### config.mk
export PLATFORM = sky130hd
export DESIGN_NAME = logic_unit_pipe
export DESIGN_NICKNAME = d
export VERILOG_FILES = /design/src/rtl/logic_unit_pipe.sv
export SDC_FILE = /design/constraint.sdc
export NUM_CORES = 1
export LEC_CHECK = 0
export CORE_MARGIN = 2
export CORE_UTILIZATION = 46
export CTS_CLUSTER_DIAMETER = 60
export DETAILED_ROUTE_END_ITERATION = 10
export GPL_ROUTABILITY_DRIVEN = 1
export PLACE_DENSITY = 0.71
export SLEW_MARGIN = 20
export SYNTH_ARGS = -nofsm -noshare
export SYNTH_HDL_FRONTEND = slang
export SYNTH_SLANG_ARGS = --single-unit
### constraint.sdc
create_clock -name clk -period 1.8 [get_ports clk]
set_input_delay 0.18 -clock clk [delete_from_list [all_inputs] [get_ports clk]]
set_output_delay 0.18 -clock clk [all_outputs]
set_load 0.01 [all_outputs]
### src/rtl/logic_unit_pipe.sv
// -----------------------------------------------------------------------------
// logic_unit_pipe
//   Registered bitwise logic unit with valid/ready handshakes on both sides and
//   a small result FIFO that absorbs consumer back-pressure. The result and its
//   zero flag are computed combinationally from the operands. They are written
//   into the FIFO on accept, so no combinational path runs from in_* to out_*.
//
// Ports
//   clk        rising-edge clock
//   rst_n      asynchronous active-low reset
//   in_valid   operand transaction valid
//   in_ready   unit can accept (FIFO not full, registered count only)
//   in_op      opcode: 000 ~A, 001 ~(A&B), 010 A&B, 011 A|B, 100 ~(A|B),
//              101 A^B, 110 ~(A^B), 111 -A (two's complement, truncated)
//   in_a/in_b  operands (in_b unused for NOT/NEG)
//   out_valid  FIFO head holds a result
//   out_ready  consumer takes the head result
//   out_data   head result
//   out_zero   head result == 0
//   op_count   accepted transactions, modulo 2^CNT_W
// -----------------------------------------------------------------------------
module logic_unit_pipe #(
  parameter int WIDTH      = 16,
  parameter int FIFO_DEPTH = 2,
  parameter int CNT_W      = 8
) (
  input  logic             clk,
  input  logic             rst_n,
  input  logic             in_valid,
  output logic             in_ready,
  input  logic [2:0]       in_op,
  input  logic [WIDTH-1:0] in_a,
  input  logic [WIDTH-1:0] in_b,
  output logic             out_valid,
  input  logic             out_ready,
  output logic [WIDTH-1:0] out_data,
  output logic             out_zero,
  output logic [CNT_W-1:0] op_count
);

  localparam int PTR_W = $clog2(FIFO_DEPTH);
  localparam int CW    = $clog2(FIFO_DEPTH + 1);
  localparam logic [CW-1:0] DEPTH_C = CW'(FIFO_DEPTH);

  logic [WIDTH-1:0]      mem_data_reg [FIFO_DEPTH];
  logic [FIFO_DEPTH-1:0] mem_zero_reg;
  logic [PTR_W-1:0]      wr_ptr_reg;
  logic [PTR_W-1:0]      rd_ptr_reg;
  logic [CW-1:0]         count_reg;
  logic [CNT_W-1:0]      op_count_reg;

  logic [WIDTH-1:0]      result_next;
  logic                  zero_next;
  logic                  push;
  logic                  pop;
  logic [FIFO_DEPTH-1:0] entry_we;

  // Operation select
  always_comb begin
    result_next = '0;
    case (in_op)
      3'b000:  result_next = ~in_a;
      3'b001:  result_next = ~(in_a & in_b);
      3'b010:  result_next = in_a & in_b;
      3'b011:  result_next = in_a | in_b;
      3'b100:  result_next = ~(in_a | in_b);
      3'b101:  result_next = in_a ^ in_b;
      3'b110:  result_next = ~(in_a ^ in_b);
      3'b111:  result_next = ~in_a + WIDTH'(1);  // carry out dropped
      default: result_next = '0;
    endcase
  end

  assign zero_next = (result_next == '0);

  // in_ready depends only on the registered count, so a pop in the same cycle
  // as a full FIFO does not open the input until the following cycle.
  assign in_ready  = (count_reg < DEPTH_C);
  assign out_valid = (count_reg != '0);
  assign push      = in_valid & in_ready;
  assign pop       = out_valid & out_ready;

  // Per-entry write enables decoded from the write pointer
  generate
    for (genvar gi = 0; gi < FIFO_DEPTH; gi++) begin : g_we
      assign entry_we[gi] = push && (wr_ptr_reg == PTR_W'(gi));
    end
  endgenerate

  // Storage is cleared on reset so out_data/out_zero read 0 while empty after reset.
  always_ff @(posedge clk or negedge rst_n) begin
    if (!rst_n) begin
      for (int i = 0; i < FIFO_DEPTH; i++) begin
        mem_data_reg[i] <= '0;
      end
      mem_zero_reg <= '0;
    end else begin
      for (int i = 0; i < FIFO_DEPTH; i++) begin
        if (entry_we[i]) begin
          mem_data_reg[i] <= result_next;
          mem_zero_reg[i] <= zero_next;
        end
      end
    end
  end

  // Pointers, occupancy and transaction counter
  always_ff @(posedge clk or negedge rst_n) begin
    if (!rst_n) begin
      wr_ptr_reg   <= '0;
      rd_ptr_reg   <= '0;
      count_reg    <= '0;
      op_count_reg <= '0;
    end else begin
      // Power-of-two depth: natural pointer overflow gives the modulo wrap.
      if (push) begin
        wr_ptr_reg   <= wr_ptr_reg + PTR_W'(1);
        op_count_reg <= op_count_reg + CNT_W'(1);
      end
      if (pop) begin
        rd_ptr_reg <= rd_ptr_reg + PTR_W'(1);
      end
      case ({push, pop})
        2'b10:   count_reg <= count_reg + CW'(1);
        2'b01:   count_reg <= count_reg - CW'(1);
        default: count_reg <= count_reg;
      endcase
    end
  end

  assign out_data = mem_data_reg[rd_ptr_reg];
  assign out_zero = mem_zero_reg[rd_ptr_reg];
  assign op_count = op_count_reg;

endmodule

Yosys cells after proc, flatten, opt, wreduce, memory -nomap -nowiden
Cells that the tools add are included.
W data, S select, Z words.
{"block": "word_totals", "elab_cells": 50, "ff_bits": 46, "output_inout_bits": 27}
{"block": "op_classes", "muxes": 7, "add_sub_neg": 6, "eq_ne": 9, "n_lt_le_gt_ge": 3, "n_bitwise": 11, "n_reduce_logical": 6}
{"cell": "$pmux W16 S8", "n": 1}
{"cell": "$not A16 Y16", "n": 4}
{"cell": "$mux W16", "n": 3}
{"cell": "$add A16 B1 Y16 const B", "n": 1}
{"cell": "$and A16 B16 Y16", "n": 1}
{"cell": "$logic_not A16 Y1", "n": 1}
{"cell": "$or A16 B16 Y16", "n": 1}
{"cell": "$xor A16 B16 Y16", "n": 1}
{"cell": "$eq A3 B3 Y1 const B", "n": 4}
{"cell": "$add A8 B1 Y8 const B", "n": 1}
{"cell": "$eq A3 B2 Y1 const B", "n": 2}
{"cell": "$pmux W2 S2", "n": 1}
{"cell": "$reduce_bool A2 Y1", "n": 2}
{"cell": "$eq A3 B1 Y1 const B", "n": 1}
{"cell": "$logic_not A3 Y1", "n": 1}
{"cell": "$add A1 B1 Y1 const B", "n": 2}
{"cell": "$add A2 B1 Y2 const B", "n": 1}
{"cell": "$and A1 B1 Y1", "n": 2}
{"cell": "$eq A2 B1 Y1 const B", "n": 1}
{"cell": "$eq A2 B2 Y1 const B", "n": 1}
{"cell": "$ge A2 B2 Y1 const B", "n": 1}
{"cell": "$logic_and A1 B1 Y1", "n": 2}
{"cell": "$lt A1 B2 Y1 const B", "n": 1}
{"cell": "$lt A2 B2 Y1 const B", "n": 1}
{"cell": "other kinds (4)", "n": 5}

Longest topological paths before layout
{"block": "depth", "depth_word": 4, "mapped_depth": 10, "depth_no_buf": 9}

Least setup slack after synthesis
No wires, ideal clock.
{"block": "synth_timing", "path_kind": "input to register", "start": "in in_a[0]", "end": "reg mem_zero_reg[1]", "slack_ns": -0.744, "setup_time_ns": 0.095, "arrival_time_ns": 2.448, "t_required_ns": 1.705, "stages": 10, "path_buffers": 1, "path_cell_list": "inv_1 ha_1 or4b_1 clkbuf_2 or2_1 o31a_1 a221o_1 a211oi_2 nand4_1 o31ai_1"}
{"block": "synth_via", "elab_chain_len": 4}
{"item": "start, declared", "line": "32", "rtl": "input logic [WIDTH-1:0] in_a,"}
{"item": "$not A16 Y16 (tied with other cells)", "line": "62, 69"}
{"item": "$add A16 B1 Y16 (tied with other cells)", "line": "69", "rtl": "3'b111: result_next = ~in_a + WIDTH'(1);"}
{"item": "$pmux W16 S8 *", "line": "61", "rtl": "case (in_op)"}
{"item": "$logic_not A16 Y1 *", "line": "74", "rtl": "assign zero_next = (result_next == '0);"}
{"item": "end signal, assigned by index", "line": "101", "rtl": "mem_zero_reg[i] <= zero_next;"}
{"item": "end, declared", "line": "46", "rtl": "logic [FIFO_DEPTH-1:0] mem_zero_reg;"}
Every way passes the cells marked *; elsewhere a longest branch is shown, timed or not.
A chain may end at the register's enable or synchronous reset.

Worst setup path in the final report
{"block": "layout_timing", "start": "in in_a[8]", "end": "reg mem_zero_reg[1]"}
The elaborated chain is that of the path after synthesis.

==> impl_metrics.py <==
metrics = {
    "outcome": {
        "outcome": "complete, but fails checks",
        "violations": "setup timing",
    },
    "final_layout": {
        "stdcell_area_um2": 5910,
        "antenna_cells": 0,
        "largest_reg_flops": 32,
        "area_growth_syn_to_layout_pct": 51.2,
        "nets": 676,
        "drive_gt1_share_pct": 36.0,
        "fillers": 668,
    },
    "pwr": {
        "p_int_uw": 3380,
        "ir_drop_mv": 0.467,
        "p_clk_share_pct": 12.1,
        "power_density_nw_per_um2": 893,
        "leakage_uw": 0.00278,
        "seqPwrFrac_pct": 33.1,
        "p_total_uw": 5280,
        "pwr-share-comb_pct": 54.8,
        "switching_share_pct": 36.1,
        "p_sw_uw": 1910,
    },
    "synthesis": {
        "ys.flop_type": "dfrtp_1",
        "synth_enable_flop_cells": 0,
        "synth_commonest_cells": "64 x nand2_1, 48 x o21ai_0, 46 x dfrtp_1",
        "ys_seq_elements": 46,
        "netlist_instances": 461,
        "post-synth-top-area-cell": "dfrtp_1",
        "yosysSeqAreaShare_pct": 29.4,
        "syn_avg_cell_area_um2": 8.48,
        "synth.top_cell.area_share_pct": 29.4,
        "yosysMostFrequentCell": "nand2_1",
        "syn_area_um2": 3910,
        "synthTopCellsByArea": "dfrtp_1 29%, ha_1 11%, mux2_2 7.2%",
        "synth-async-reset-ratio_pct": 100,
        "synth_cell_types": 64,
        "yosys_warnings": 0,
        "syn-num-nets": 535,
    },
    "detailed_routing": {
        "drtIter0Drc": 132,
        "ant_nets": 0,
        "drc": 0,
        "drt-vias-per-instance": 5.53,
        "drtPass1Iterations": 4,
        "post_drt_wl_per_cell_um": 16.1,
        "via_count": 3913,
        "wirelength_um": 11400,
    },
    "clock_tree": {
        "htreeDepth": 2,
        "clock_path_buffers": 2,
        "clk_pin_slew_ps": 80,
        "clock_latency_ps": 300,
        "root_buffer": "clkbuf_8",
        "cts_tree": "done",
        "clock-sinks": 46,
        "cts_buffers": 5,
    },
    "placed_design": {
        "portBuffers": 65,
        "dp_slack_ps": -1170,
        "globalplace.congestion": 0.958,
        "placed_area_um2": 5300,
        "post-dp-hpwl_um": 8530,
    },
    "global_routing": {
        "track_usage_pct": 25.7,
        "grt_pass1_vias": 3967,
        "grt_antenna_before_repair": 0,
        "grt_overflow_total": 0,
        "grt_max_degree": 47,
        "grt_pass1_wl_um": 18700,
    },
    "min_path": {
        "hold_class": "in -> reg",
        "min-delay-start": "in_a[8]",
    },
    "critical_path": {
        "crit_fanout": 2,
        "startpoint": "in_a[8]",
        "worst_ep_arrival_time_ps": 2440,
        "startpoint_type": "input port",
        "worst_setup_path_end_kind": "flip-flop",
        "rrSetupSlack_ps": 250,
        "critical_path_class": "in -> reg",
        "cp.required_ps": 2010,
        "rr_startpoint": "count_reg[0]",
    },
    "timing": {
        "slew_violations": 0,
        "setup-violations-final": 10,
        "clock.fmax_ghz": 0.448,
        "setup_ws_ps": -431,
        "worst_slew_pin_slew_ps": 562,
        "final.period_utilization_pct": 124,
        "period_minus_slack_ps": 2230,
        "fin_worst_skew_ps": 4.11,
        "rsz0062_at_grt": "yes",
        "relSlewSlack_pct": 62.5,
        "finalHoldViolations": 0,
    },
    "floorplan": {
        "rows": 33,
        "coreArea_um2": 8220,
        "fp.dieW_um": 96.2,
        "die-height_um": 96.2,
        "dieArea_um2": 9250,
        "initial_core_util_pct": 47.6,
        "ios": 66,
    },
    "flow_run": {
        "cap_violations": 0,
    },
}
[critical path, cell delays in order]
cell      delay [ps]
buf_6             90
or4_4            540
or4_4            440
o31a_1           250
a221o_1          330
a211oi_2         220
nand4_1          150
o31ai_1          240
[final cells by class]
class / instances / area [µm²] / share of cell area [%]
Tap cell: 105 / 131 / 2.22
Sequential cell: 46 / 1150 / 19.5
Inverter: 38 / 155 / 2.62
Clock buffer: 7 / 86.3 / 1.46
Clock inverter: 1 / 5.00 / 0.0846
Timing Repair Buffer: 168 / 1550 / 26.2
Multi-Input combinational cell: 343 / 2830 / 47.9
[power groups by stage]
| stage | Sequential [µW] | Clock [µW] | Combinational [µW] |
|---|---|---|---|
| 4_1_cts | 1750 | 650 | 2790 |
| 3_3_place_gp | 1730 | 0 | 2650 |
| 5_1_grt | 1800 | 689 | 3170 |
| 2_1_floorplan | 1700 | 0 | 1450 |
| 3_5_place_dp | 1770 | 0 | 2720 |
| 6_report | 1750 | 638 | 2900 |
[through the flow]
step | util, % | setup TNS, ps | instances | hold slack (ps)
floorplan | - | -2700 | 461 | -116
global placement | 64.5 | -23760 | 683 | 289
detailed placement | 64.5 | -24700 | 683 | 294
CTS | 69.7 | -2580 | 707 | 442
global route | 72.0 | -2720 | 708 | 482
finish | 72.0 | -1880 | 708 | 445
[logic make-up after synthesis]
family                     after synthesis  synth area share [%]
and+or+nand+nor                        140                  18.4
AOI/OAI and AO/OA                      120                  20.4
buffers and inverters                   72                  7.30
DFF                                     46                  29.4
adders and majority gates               35                  11.2
muxes                                   34                  10.1
xor gates and xnor gates                14                  3.14
[worst paths after layout]
path / to / cells past startpoint
worst max register to register: count_reg[1] / 5
worst min-delay path: mem_data_reg[24] / 5
worst max-delay path: mem_zero_reg[1] / 8
max in group asynchronous: rd_ptr_reg / 3
worst min register to register: op_count[7] / 1
min in group asynchronous: op_count[6] / 3
[placed cells by master, fill, tap and decap left out, types with 6 or more instances in the layout]
master	count
buf_4	82
nand2_1	62
dfrtp_1	45
inv_1	33
ha_1	31
clkdlybuf4s50_1	28
o21ai_0	25
mux2_2	24
buf_6	16
nand2b_1	15
o21ai_1	15
dlygate4sd2_1	13
xnor2_1	12
nor2b_1	10
nor2_1	10
o21ai_2	9
a21oi_1	8
clkdlybuf4s15_1	8
mux2i_1	6
clkbuf_8	6
buf_12	6
[what timing repair did]
item	CTS	global route
pin swaps	23	23
gates resized for setup	113	61
hold buffers	1	0
endpoints found under the setup margin	50	35
cloned	2	0
endpoints found under the hold margin	46	0
setup buffers	15	2
[metal layers]
| metal | global-route usage, % | part of all wire (%) | wire length, µm | up-vias |
|---|---|---|---|---|
| li1 | - | - | - | 1921 |
| met1 | 32.1 | 43 | 4950 | 1889 |
| met2 | 46.1 | 51 | 5870 | 83 |
| met3 | 1.88 | 2.9 | 331 | 20 |
| met4 | 9.88 | 2.3 | 266 | 0 |
| met5 | 0 | 0 | 0 | - |
No activity file was read; power rests on OpenSTA's default activity.
